### src/rtl/clkdiv_pkg.sv
// Shared definitions for the sysclk divider bank.
//   CNT_W_DEFAULT      default counter / half-period width
//   HALF_CORE_DEFAULT  half-period for the core clock channel
//   HALF_LED_DEFAULT   half-period for the LED-scan clock channel
//   clamp_half()       max(value, 1); a half-period of zero is never legal
package clkdiv_pkg;

    localparam int unsigned CNT_W_DEFAULT     = 32;
    localparam int unsigned HALF_CORE_DEFAULT = 50000000;
    localparam int unsigned HALF_LED_DEFAULT  = 50000;

    // Callers cast in and out of 64 bits so one function serves any CNT_W.
    function automatic logic [63:0] clamp_half(input logic [63:0] value);
        return (value == 64'd0) ? 64'd1 : value;
    endfunction

endpackage

### src/rtl/clk_divider_chan.sv
// One divider channel: half-period counter, active/shadow half-period and
// registered outputs.
//   sysclk      system clock, rising edge
//   reset       asynchronous, active-high
//   en          run enable; low forces the output low and the phase to zero
//   cfg_we      write strobe for this channel
//   cfg_half    new half-period in sysclk cycles (0 is treated as 1)
//   clk_out     divided clock, 50% duty, period 2*half_act
//   tick        one-cycle pulse coincident with the clk_out rising edge
//   cfg_pending shadow half-period waiting for the next toggle boundary
module clk_divider_chan
    import clkdiv_pkg::*;
#(
    parameter int unsigned CNT_W        = CNT_W_DEFAULT,
    parameter int unsigned DEFAULT_HALF = HALF_CORE_DEFAULT
) (
    input  logic             sysclk,
    input  logic             reset,
    input  logic             en,
    input  logic             cfg_we,
    input  logic [CNT_W-1:0] cfg_half,
    output logic             clk_out,
    output logic             tick,
    output logic             cfg_pending
);

    localparam logic [CNT_W-1:0] RST_HALF =
        CNT_W'(clamp_half(64'(CNT_W'(DEFAULT_HALF))));

    logic [CNT_W-1:0] cnt;
    logic [CNT_W-1:0] half_act;
    logic [CNT_W-1:0] half_shd;
    logic [CNT_W-1:0] half_wr;
    logic             boundary;

    assign half_wr  = CNT_W'(clamp_half(64'(cfg_half)));
    assign boundary = (cnt == half_act - CNT_W'(1));

    always_ff @(posedge sysclk or posedge reset) begin
        if (reset) begin
            cnt         <= '0;
            clk_out     <= 1'b0;
            tick        <= 1'b0;
            cfg_pending <= 1'b0;
            half_act    <= RST_HALF;
            half_shd    <= RST_HALF;
        end else begin
            if (!en) begin
                cnt     <= '0;
                clk_out <= 1'b0;
                tick    <= 1'b0;
                if (cfg_pending) begin
                    half_act    <= half_shd;
                    cfg_pending <= 1'b0;
                end
            end else if (boundary) begin
                cnt     <= '0;
                clk_out <= ~clk_out;
                tick    <= ~clk_out;
                // half_act only changes here, where cnt restarts at 0, so cnt
                // can never sit above the new terminal count.
                if (cfg_pending) begin
                    half_act    <= half_shd;
                    cfg_pending <= 1'b0;
                end
            end else begin
                cnt  <= cnt + CNT_W'(1);
                tick <= 1'b0;
            end

            // Placed last so a write landing on a boundary (or while disabled)
            // overrides the pending clear above: the old shadow is applied and
            // the new value waits for the following boundary.
            if (cfg_we) begin
                half_shd    <= half_wr;
                cfg_pending <= 1'b1;
            end
        end
    end

endmodule

### src/rtl/clk_divider_bank.sv
// Bank of independent sysclk dividers with glitch-free runtime reprogramming.
//   sysclk      system clock, rising edge
//   reset       asynchronous, active-high
//   en          per-channel run enable
//   cfg_we      one-cycle write strobe for a new half-period
//   cfg_ch      target channel; values >= NUM_CH are ignored
//   cfg_half    new half-period in sysclk cycles (0 is treated as 1)
//   clk_out     divided clocks
//   tick        per-channel pulse on each clk_out rising edge
//   cfg_pending per-channel flag, shadow value not yet applied
module clk_divider_bank
    import clkdiv_pkg::*;
#(
    parameter int unsigned NUM_CH       = 2,
    parameter int unsigned CNT_W        = CNT_W_DEFAULT,
    parameter int unsigned DEFAULT_HALF = HALF_CORE_DEFAULT,
    parameter int unsigned CH_W         = 1
) (
    input  logic              sysclk,
    input  logic              reset,
    input  logic [NUM_CH-1:0] en,
    input  logic              cfg_we,
    input  logic [CH_W-1:0]   cfg_ch,
    input  logic [CNT_W-1:0]  cfg_half,
    output logic [NUM_CH-1:0] clk_out,
    output logic [NUM_CH-1:0] tick,
    output logic [NUM_CH-1:0] cfg_pending
);

    // Full-width compare per channel: an out-of-range cfg_ch matches no
    // channel, so the write simply falls on the floor.
    for (genvar g = 0; g < NUM_CH; g++) begin : g_ch
        logic we_ch;

        assign we_ch = cfg_we && (cfg_ch == CH_W'(g));

        clk_divider_chan #(
            .CNT_W        (CNT_W),
            .DEFAULT_HALF (DEFAULT_HALF)
        ) u_chan (
            .sysclk      (sysclk),
            .reset       (reset),
            .en          (en[g]),
            .cfg_we      (we_ch),
            .cfg_half    (cfg_half),
            .clk_out     (clk_out[g]),
            .tick        (tick[g]),
            .cfg_pending (cfg_pending[g])
        );
    end

endmodule
### config.mk
export PLATFORM = sky130hd
export DESIGN_NAME = clk_divider_bank
export DESIGN_NICKNAME = d
export VERILOG_FILES = /design/src/rtl/clkdiv_pkg.sv /design/src/rtl/clk_divider_chan.sv /design/src/rtl/clk_divider_bank.sv
export SDC_FILE = /design/constraint.sdc
export NUM_CORES = 1
export LEC_CHECK = 0
export CAP_MARGIN = 20
export CELL_PAD_IN_SITES_DETAIL_PLACEMENT = 0
export CELL_PAD_IN_SITES_GLOBAL_PLACEMENT = 1
export CORE_UTILIZATION = 45
export CTS_BUF_LIST = sky130_fd_sc_hd__clkbuf_8 sky130_fd_sc_hd__clkbuf_16
export DETAILED_ROUTE_END_ITERATION = 7
export GPL_ROUTABILITY_DRIVEN = 0
export PLACE_DENSITY = 0.86
export SLEW_MARGIN = 5
export SYNTH_ARGS = -nofsm -noshare
export SYNTH_HDL_FRONTEND = slang
export SYNTH_HIERARCHICAL = 1
export SYNTH_SLANG_ARGS = --single-unit
export TNS_END_PERCENT = 100
### constraint.sdc
create_clock -name sysclk -period 3.65 [get_ports sysclk]
set_input_delay 0.73 -clock sysclk [delete_from_list [all_inputs] [get_ports sysclk]]
set_output_delay 0.73 -clock sysclk [all_outputs]
set_load 0.02 [all_outputs]
==> run_results.csv <==
group,metric,value,unit
outcome,outcome,"finished, final reports clean",
final_layout,layout_commonest_cell,"dfrtp_1",
sta,fin_ws,0.131,ns
grt,track_usage,20.6,%
floorplan,die_y,161,microns
drt,ant_nets,0,
worst_setup_path,rr_endpoint,"g_ch[1].u_chan/half_act[29]",
placed_design,numPortBuffers,43,
sta,fin_tns_setup,0,ns
grt,grt_pass1_wl,42800,microns
sta,setup_viol,0,
drt,firstDrtPassIters,7,
sta,min_period,3.52,ns
synthesis,synth-seq-cells,198,
final_layout,most-common-layout-cells,"147 x dfrtp_1, 93 x nor2_1, 79 x xnor2_1, 67 x mux2_2, 62 x xor2_1",
floorplan,core_area,24600,sq um
power_and_ir_drop,finalPower,0.00664,W
cts,cts_buffers,17,
floorplan,die_w,161,microns
grt,overflow,0,
power_and_ir_drop,ir_worst_vdd,0.248,mV
drt,routedWlPerCell,18.2,microns
synthesis,synthDistinctLibCells,95,
cts,path_clk_slew,0.08,ns
drt,met1_length,12700,microns
worst_hold_path,hold_depth,1,
flow_run,cap_violations,0,
power_and_ir_drop,cellPowerDensity,510,nW/um^2
synthesis,ys_warn_count,6,
synthesis,syn_nets,1071,
sta,fin_skew,0.0104,ns
final_layout,antenna_cells,0,
cts,root_buffer,"clkbuf_16",
cts,tritoncts,"yes",
grt,grt_pass1_vias,8073,
synthesis,ys_seq_area_share,43.9,%
drt,drc,0,
worst_setup_path,required,3.98,ns
synthesis,synth_edf_count,0,
sta,holdWs,0.492,ns
drt,vias_per_cell,5.71,
sta,slew_violations,0,
worst_setup_path,crit_arrival,3.84,ns
worst_setup_path,cp-end-kind,"register",
worst_hold_path,holdCritPathClass,"reg -> reg",
worst_setup_path,startpoint_type,"register",
sta,tightest_slew,0.863,ns
synthesis,synth_area,11400,sq um
floorplan,io_pins,44,
drt,wl_met2,11400,microns
floorplan,initial_core_util,46.4,%
drt,wl_met3,1600,microns
worst_setup_path,worstPathMaxFanout,12,
sta,fin_crit_sh,96.4,%
worst_setup_path,rr_startpoint,"g_ch[1].u_chan/half_act[0]",
grt,antenna_found_initial,0,
drt,maxUsedRoutingLayer,"met4",
grt,grt_max_degree,57,
sta,hold_viol,0,
synthesis,syn_avg_cell_area,11.1,sq um
sta,slew_headroom,42.4,%
worst_setup_path,crit_type,"reg -> reg",
cts,clk_path_buf_depth,2,
synthesis,synthArstFlopShare,100,%
final_layout,syn2layout_area_growth,14.0,%
floorplan,dieArea,26000,sq um
drt,wl,25900,microns
cts,cts_sinks,198,
synthesis,netlist_instances,1029,
floorplan,rows,57,
worst_hold_path,worstHoldStart,"g_ch[1].u_chan/clk_out",
placed_design,dpl_worst_slack,-0.0861,ns
synthesis,synth_flop_cell,"dfrtp_1",
worst_setup_path,rr_worst_depth,13,
worst_hold_path,hold_end,"g_ch[1].u_chan/tick",
placed_design,place.detailed.hpwl,18200,microns
drt,num_vias,8133,
final_layout,drive_above_1_share,27.5,%
drt,drtIter0Drc,684,
sta,max_freq,284,MHz
power_and_ir_drop,leakagePower,5.21,nW
worst_setup_path,reg2reg_slack,0.13,ns
cts,clkLatencyLatePin,0.44,ns
final_layout,nets,1129,
cts,cts_max_level,4,
==> report_power, final <==
| group | switching, W | internal, W | leakage (nW) | total, W |
|---|---|---|---|---|
| Combinational | 0.000828 | 0.000962 | 2.52 | 0.00179 |
| Clock | 0.000891 | 0.000891 | 0.271 | 0.00178 |
| Sequential | 0.000453 | 0.00261 | 2.41 | 0.00306 |
| Total | 0.00217 | 0.00446 | 5.21 | 0.00664 |
==> logic make-up after synthesis <==
| group | count (synthesis) | synth area share, % |
|---|---|---|
| AO/OA/AOI/OAI | 94 | 6.58 |
| adder cells (fa/ha/maj) | 5 | 0.526 |
| XOR/XNOR | 141 | 10.8 |
| multiplexers | 132 | 14.9 |
| buffers and inverters | 64 | 3.55 |
| AND/OR/NAND/NOR | 395 | 19.7 |
| flip-flops | 198 | 43.9 |
==> state kept, by name, indices dropped and copies added (netlist names) <==
register,cells
g_ch.u_chan/cnt,64
g_ch.u_chan/cfg_pending,2
g_ch.u_chan/tick,2
g_ch.u_chan/half_shd,64
g_ch.u_chan/clk_out,2
g_ch.u_chan/half_act,64
==> layer usage <==
metal | track usage, % | up-vias
met4 | 5.57 | 0
met5 | 0 | -
met3 | 4.24 | 18
li1 | - | 3819
met2 | 30.3 | 234
met1 | 30.5 | 4062
==> layout make-up <==
type	count	area (sq um)
fillers	2120	11600
multi-input cells	767	6070
flip-flops and latches	198	5020
repair buffers	88	907
clock buffers	17	425
well taps	324	405
clock inverters	15	120
inverters	15	61.3
==> how the worst max path moves through the flow <==
stage	slack (ns)	to	cells after the start	start
5_1_grt	-0.01	g_ch[1].u_chan/half_act[29]	12	g_ch[1].u_chan/half_act[0]
2_1_floorplan	0.17	g_ch[0].u_chan/half_act[0]	10	g_ch[0].u_chan/half_act[0]
3_5_place_dp	-0.09	g_ch[1].u_chan/half_act[0]	11	g_ch[1].u_chan/half_act[0]
3_3_place_gp	-0.004	g_ch[1].u_chan/half_act[0]	11	g_ch[1].u_chan/half_act[0]
4_1_cts	0.05	g_ch[1].u_chan/half_act[1]	10	g_ch[1].u_chan/half_act[8]
6_report	0.13	g_ch[1].u_chan/half_act[29]	13	g_ch[1].u_chan/half_act[0]
==> metrics by stage <==
stage	area [sq um]	instances	util (%)
2_1_floorplan	11400	1029	-
3_3_place_gp	12200	1382	49.7
3_5_place_dp	12200	1382	49.7
4_1_cts	12800	1415	52.2
5_1_grt	13000	1424	52.9
6_report	13000	1424	52.9
==> synthesized netlist by cell type (all sizes together) (4+ instances only) <==
cell type	number	share of area, %
o21ai	14	0.61
dfrtp	150	33
nand2b	8	0.44
and2	36	2.0
nor2	94	3.1
nand3	31	1.4
mux2	127	15
dfstp	48	11
nor3b	5	0.37
nor2b	8	0.44
xor2	62	4.8
inv	15	0.49
o2111ai	4	0.31
or4	9	0.67
a21o	4	0.28
nor4	38	2.4
mux2i	5	0.44
clkbuf	21	0.90
and3	11	0.61
a21oi	14	0.61
ha	4	0.44
nand3b	5	0.33
or3	8	0.44
nand2	46	1.5
a2111oi	4	0.47
nand4b	5	0.44
and4	9	0.69
nand4	29	1.6
nor4b	8	0.61
buf	26	1.8
xnor2	79	6.1
o22ai	5	0.39
nor3	36	1.8
a31oi	7	0.38
a311oi	4	0.31
==> critical path: stages (launching register included) <==
cell and delay [ns]:
dfrtp_2 0.45, inv_1 0.11, ha_4 0.19, or4b_4 0.50, nor3_4 0.35, buf_4 0.21, nand4_1 0.10, a21o_1 0.19
a21oi_1 0.25, o2111ai_1 0.20, o22ai_4 0.20, buf_12 0.15, buf_12 0.15, mux2_2 0.33
==> timing repair <==
item / in CTS / in global routing
hold buffers: 0 / 0
endpoints found under the setup margin: 35 / 90
resized for setup: 2 / 14
endpoints found under the hold margin: 0 / 0
buffers inserted: 0 / 6
gates cloned: 1 / 3
pin swaps: 1 / 9
(Power assumes the default switching activity.)
